--- src/rtl/execute.sv ---
// EX stage of the 16-bit pipelined CPU: ALU, shift, compare, address and branch-target compute.
// Latency 1 clk: every output is the EX/MEM register loaded on the rising edge of clk.
// No backpressure: the stage accepts one instruction per cycle unconditionally.
module execute #(
    parameter int DATA_W = 16,
    parameter int IMM_W  = 7
) (
    input  logic              clk,
    input  logic              reset,
    input  logic [4:0]        control_in,
    input  logic [4:0]        dest_index_in,
    input  logic [DATA_W-1:0] reg1_data,
    input  logic [DATA_W-1:0] reg2_data,
    input  logic [DATA_W-1:0] npc,
    input  logic [IMM_W-1:0]  immediate,
    output logic [4:0]        dest_index_out,
    output logic [4:0]        control_out,
    output logic [DATA_W-1:0] output_reg,
    output logic [DATA_W-1:0] result_out,
    output logic [DATA_W-1:0] target,
    output logic              DEST_REG_WRITE_EN,
    output logic              ZF,
    output logic              GF,
    output logic              LF
);

    typedef enum logic [3:0] {
        OP_NOP    = 4'h0,
        OP_SUB    = 4'h1,
        OP_ADD    = 4'h2,
        OP_ADDI   = 4'h3,
        OP_SHLLI  = 4'h4,
        OP_SHRLI  = 4'h5,
        OP_JUMP   = 4'h6,
        OP_JUMPL  = 4'h7,
        OP_JUMPG  = 4'h8,
        OP_JUMPE  = 4'h9,
        OP_JUMPNE = 4'hA,
        OP_CMP    = 4'hB,
        OP_LOAD   = 4'hC,
        OP_LOADI  = 4'hD,
        OP_STORE  = 4'hE,
        OP_MOV    = 4'hF
    } op_t;

    op_t               op;
    logic [DATA_W-1:0] simm;
    logic [DATA_W-1:0] zimm;
    logic [3:0]        shamt;
    logic [DATA_W-1:0] result_d;
    logic              we_d;
    logic              taken;
    logic [DATA_W-1:0] target_d;

    assign op    = op_t'(control_in[3:0]);
    assign simm  = {{(DATA_W-IMM_W){immediate[IMM_W-1]}}, immediate};
    assign zimm  = {{(DATA_W-IMM_W){1'b0}}, immediate};
    assign shamt = immediate[3:0];

    // Opcode decode: result, write enable and branch decision (jumps use the already-registered flags).
    always_comb begin
        result_d = '0;
        we_d     = 1'b0;
        taken    = 1'b0;
        case (op)
            OP_SUB:    begin result_d = reg1_data - reg2_data; we_d = 1'b1; end
            OP_ADD:    begin result_d = reg1_data + reg2_data; we_d = 1'b1; end
            OP_ADDI:   begin result_d = reg1_data + simm;      we_d = 1'b1; end
            OP_SHLLI:  begin result_d = reg1_data << shamt;    we_d = 1'b1; end
            OP_SHRLI:  begin result_d = reg1_data >> shamt;    we_d = 1'b1; end
            OP_JUMP:   taken = 1'b1;
            OP_JUMPL:  taken = LF;
            OP_JUMPG:  taken = GF;
            OP_JUMPE:  taken = ZF;
            OP_JUMPNE: taken = ~ZF;
            OP_LOAD:   begin result_d = reg1_data + simm;      we_d = 1'b1; end
            OP_LOADI:  begin result_d = zimm;                  we_d = 1'b1; end
            OP_STORE:  result_d = reg1_data + simm;
            OP_MOV:    begin result_d = reg1_data;             we_d = 1'b1; end
            default:   ;
        endcase
        target_d = taken ? (npc + simm) : npc;
    end

    // EX/MEM pipeline register; flags change only on CMP so later jumps can test them.
    always_ff @(posedge clk or posedge reset) begin
        if (reset) begin
            dest_index_out    <= '0;
            control_out       <= '0;
            output_reg        <= '0;
            result_out        <= '0;
            target            <= '0;
            DEST_REG_WRITE_EN <= 1'b0;
            ZF                <= 1'b0;
            GF                <= 1'b0;
            LF                <= 1'b0;
        end else begin
            dest_index_out    <= dest_index_in;
            control_out       <= control_in;
            output_reg        <= reg2_data;
            result_out        <= result_d;
            target            <= target_d;
            DEST_REG_WRITE_EN <= we_d;
            if (op == OP_CMP) begin
                ZF <= (reg1_data == reg2_data);
                GF <= (reg1_data >  reg2_data);
                LF <= (reg1_data <  reg2_data);
            end
        end
    end

endmodule

--- config.mk ---
export PLATFORM = sky130hd
export DESIGN_NAME = execute
export DESIGN_NICKNAME = d
export VERILOG_FILES = /design/src/rtl/execute.sv
export SDC_FILE = /design/constraint.sdc
export NUM_CORES = 1
export LEC_CHECK = 0
export CORE_MARGIN = 2
export CORE_UTILIZATION = 57
export CTS_BUF_LIST = sky130_fd_sc_hd__clkbuf_8
export CTS_CLUSTER_DIAMETER = 60
export DETAILED_ROUTE_END_ITERATION = 8
export GPL_ROUTABILITY_DRIVEN = 0
export GPL_TIMING_DRIVEN = 0
export PLACE_DENSITY_LB_ADDON = 0.05
export SYNTH_ARGS = -nofsm -noshare
export SYNTH_HDL_FRONTEND = slang
export SYNTH_SLANG_ARGS = --single-unit
--- constraint.sdc ---
create_clock -name clk -period 5 [get_ports clk]
set_clock_uncertainty 0.05 [all_clocks]
set_input_delay 0.75 -clock clk [delete_from_list [all_inputs] [get_ports clk]]
set_output_delay 0.75 -clock clk [all_outputs]
set_load 0.02 [all_outputs]
# After elaboration in Yosys (flattened, before gate mapping)
# Index checks and enable logic that the tools add are counted.
[classes]
n_eq_ne = 16
n_reduce_logical = 2
n_shift = 2
n_lt_le_gt_ge = 2
n_addsub = 4
n_mux = 4
n_bitwise = 1
[ops]
columns = ["op", "count"]
rows = [
  ["case mux 16 bit (7 select lines)", 1],
  ["adder 16 bit", 3],
  ["equality test 4 bit, second input constant", 8],
  ["equality test 16 bit", 1],
  ["equality test 4 x 3 -> 1 bit, second input constant", 4],
  ["> comparator 16 bit", 1],
  ["< comparator 16 bit", 1],
  ["two-way mux 16 bit", 1],
  ["<< shifter 16 x 4 -> 16 bit", 1],
  [">> shifter 16 x 4 -> 16 bit", 1],
  ["subtractor 16 bit", 1],
  ["equality test 4 x 2 -> 1 bit, second input constant", 2],
  ["OR reduction 8 bit", 1],
  ["case mux 1 bit (5 select lines)", 1],
  ["equality test 4 x 1 -> 1 bit, second input constant", 1],
  ["OR reduction 3 bit", 1],
  ["two-way mux 1 bit", 1],
  ["NOT 1 bit", 1],
]
[totals]
word_cells = 40
inputBits = 67
ff_bits = 62
out_inout_bits = 62

# Depth between registers and ports, before layout
[logic_depth]
ltp_word = 3
ltp_mapped = 14
depth_no_buf = 13

# Worst setup path after synthesis
# OpenSTA, ideal clock, no wires.
[synth_timing]
path_kind = "input port to flip-flop"
from = "input port control_in[2]"
to = "register result_out[10]"
t_required_ns = 4.824
cell_stages = 14
t_arrival_ns = 3.396
setup_time_ns = 0.126
slack_ns = 1.428
cell_sequence = "buf_2 > and3b_1 > a31oi_4 > nor2b_1 > buf_2 > a21o_1 > ha_1 > a21o_1 > a31o_2 > o21a_1 > nor3_1 > nor2_1 > xor2_1 > a221o_1"
[synth_via]
elab_chain_cells = 3
elab_cells_between_ends = 11
[synth_rtl]
columns = ["element", "line_no", "source"]
rows = [
  ["from (decl)", "10", "input logic [4:0] control_in,"],
  ["equality test 4 bit / equality test 4 x 2 -> 1 bit (equally long branches)", "65", "case (op)"],
  ["OR reduction 3 bit (no source line)", "--", ""],
  ["case mux 16 bit (7 select lines) *", "65", ""],
  ["via result_d[10]", "50", "logic [DATA_W-1:0] result_d;"],
  ["to (signal assigned)", "101", "result_out <= result_d;"],
  ["to (decl)", "19", "output logic [DATA_W-1:0] result_out,"],
]
# Mark *: on every way through the listed nets, which the timed path passes. The rest lies on a longest branch.
# A chain may end at the register's enable or synchronous reset.

# Worst setup path in the final report
[layout_timing]
from = "input port control_in[2]"
to = "register result_out[13]"
# The elaborated chain is that of the path after synthesis.

==> metrics.md <==
| Metric | Value |
|---|---|
| Power Density | 238.3 mW/mm^2 |
| Vias per std cell | between 6 and 7 |
| Postcts setup bufs | 0 |
| CP max stage delay | around 540 ps |
| Max Clock Freq | ~210 MHz |
| Gr ovfl total | 0 |
| I/O pins | ~130 |
| Critical path data required time | approximately 5200 ps |
| Starting DRT DRC Count | 706 |
| H-tree levels | 3 |
| GRT Util Overall | 0.3556 |
| Slew margin rel. | 0.3653 |
| Hpwl dp | approximately 15000 um |
| First-pass GRT wire length | 31080 um |
| Die extent in x | 105.5 um |
| Mapped Cells | 680 |
| WP buf/inv | 3 |
| Die area | between 0.01 and 0.015 mm^2 |
| Min-delay worst type | flop to flop |
| RSZ-0062 raised after global routing | no |
| Status | complete, no violations |
| # diodes | 0 |
| Maximum VDD drop | approximately 140 uV |
| WL final | approximately 20000 um |
| WS Path Type | input port to flop |
| Port bufs | 128 |
| CP top delay family | compound AO/OA/AOI/OAI gates |
| Clk slew on worst S/H paths | about 70 ps |
| Pleak | roughly 3.2 nW |
| Netlist cell types | 73 |
| Top_reg_cell synth | dfrtp_1 |
| CTS Buf Count | 9 |
| Detailed-route via count | 6347 |
| Crit share post-route | 0.9358 |
| Largest net degree at the start of global routing | 38 |
| Antenna violations before repair | 0 |
| Cts repair resizes | 0 |
| Syn_area_per_cell | roughly 8.6 um^2 |
| Setup TNS | 0 ps |
| CTS tree | yes |
| Nets | about 940 |
| Slowest cell on the critical path | clkbuf_1 |
| CTS Hold Bufs | 0 |
| Least-Margin Pin Slew | approximately 950 ps |
| DR WL/cell | 20.47 um |
| DR pass1 iterations | 8 |
| Critical path arrival | just under 5000 ps |
| Ys Warns | 0 |
| Maxcap violations | 0 |
| Synthesized area | ~0.0059 mm^2 |
| Core box area | approximately 0.010 mm^2 |
| Min Tclk post-route | 4679 ps |
| Post-synth ARST share | 1.000 |
| Final number of setup-violating endpoints | 0 |
| Crit-path most repeated cell | o21ai_0 |
| Layout cells sized above 1 | 0.07636 |
| Routed Antenna Nets | 0 |
| Root Buffer | clkbuf_8 |
| Row cnt | 37 |
| Clk buf depth | 2 |
| Clk Latency, worst-skew pair | 350 ps |
| Worst Path Max Fanout | 10 |
| CTS Sinks | 62 |
| Critical path, cell by cell | clkdlybuf4s50_1 > buf_2 > and3b_1 > a31oi_4 > clkbuf_1 > o21ai_0 > ha_1 > o21ai_0 > o21bai_1 > o2111ai_1 > o21ai_0 > a31oi_1 > xor2_1 > o2111ai_1 |
| Vias in the first global route | approximately 6000 |
| Post-synth EDFFs | 0 |
| Pre-CTS setup slack | 142.1 ps |
| Crit path launch type | input port |
| Final worst setup slack | about 320 ps |
| Synth-to-Final Area Change | 28.36% |
| Initial Utilization | 0.5769 |
| Die H | approximately 110 um |
| Max Slew Vio Count | 0 |
| Syn Nets | about 800 |
| Yosys reg bits | 62 |
| Drc violations | 0 |
| CP endpoint kind | flop |
| Post-synthesis sequential area ratio | 0.2641 |
| Fin. Hold Viols | 0 |
## placed cells by master, fill, tap and decap left out, types with 15 or more instances in the layout
cell type / n
dfrtp_1: 62
inv_1: 28
xnor2_1: 17
o211ai_1: 15
nor3_1: 18
clkdlybuf4s50_1: 128
nor2_1: 59
o21ai_0: 56
mux2_2: 15
nand2_1: 49
ha_1: 49
a21o_1: 24
xor2_1: 17
clkbuf_1: 18
a21oi_1: 52
mux2i_1: 20
## cell families after synthesis
logic type	Yosys count	share of synthesized area
muxes	43	0.09348
DFF	62	0.2641
xor gates and xnor gates	34	0.05068
and+or+nand+nor	189	0.1542
adders and majority gates	52	0.1146
buffers and inverters	60	0.04131
AOI/OAI and AO/OA	240	0.2817
## area by class of cell
cell class,instances,area (um^2)
Tap cell,136,170.2
Multi-Input combinational cell,558,4081
Sequential cell,62,1551
Clock buffer,12,165.2
Buffer,30,130.1
Clock inverter,4,30.03
Inverter,30,112.6
Timing Repair Buffer,129,1301
Fill cell,792,2643
## worst paths after layout
path / from / to / slack (ps) / cells after the start
setup / recovery: control_in[2] / result_out[13] / 320 / 14
hold / removal: LF / LF / 480 / 1
setup reg to reg: ZF / target[8] / 2840 / 6
hold reg to reg: LF / LF / 480 / 1
max in group asynchronous: reset / result_out[15] / 3600 / 3
min in group asynchronous: reset / output_reg[7] / 720 / 2
## metal layers
| layer | up-vias | GRT usage | share of wire |
|---|---|---|---|
| met1 | 2909 | 0.4710 | 0.39 |
| met4 | 0 | 0.1805 | 0.055 |
| met3 | 104 | 0.07854 | 0.12 |
| met2 | 504 | 0.5475 | 0.44 |
| met5 | - | 0 | 0 |
| li1 | 2830 | - | - |
## through the flow
stage | utilization | cell area [um^2] | total power [mW] | hold WS [ps] | instances
final | 0.7405 | 7542 | 1.797 | 480.8 | 961
after global routing | 0.7405 | 7542 | 1.882 | 511.2 | 961
after CTS | 0.7405 | 7542 | 1.781 | 484.2 | 961
after detailed placement | 0.7214 | 7347 | 1.347 | 468.2 | 945
after global placement | 0.7194 | 7327 | 1.322 | 452.4 | 944
after floorplan | - | 5876 | 1.052 | 556.0 | 680
## synth_stat cells, drive strengths merged (9+ instances only)
| library cell | count | share of area |
|---|---|---|
| a211oi | 14 | 0.018 |
| a21o | 24 | 0.031 |
| a21oi | 52 | 0.044 |
| buf | 12 | 0.011 |
| clkbuf | 18 | 0.011 |
| dfrtp | 62 | 0.26 |
| ha | 49 | 0.10 |
| inv | 29 | 0.019 |
| mux2 | 15 | 0.029 |
| mux2i | 20 | 0.034 |
| nand2 | 49 | 0.031 |
| nand2b | 13 | 0.014 |
| nor2 | 60 | 0.039 |
| nor2b | 9 | 0.011 |
| nor3 | 19 | 0.017 |
| o211ai | 15 | 0.019 |
| o21a | 9 | 0.011 |
| o21ai | 58 | 0.050 |
| xnor2 | 17 | 0.025 |
| xor2 | 17 | 0.025 |
## power breakdown
part	total, mW	leakage (nW)	internal, mW	switching, mW
clock network	0.436	0.0986	0.221	0.215
logic	0.797	2.38	0.347	0.450
registers	0.564	0.749	0.549	0.0150
total	1.80	3.23	1.12	0.680
No activity file was read; power rests on OpenSTA's default activity.
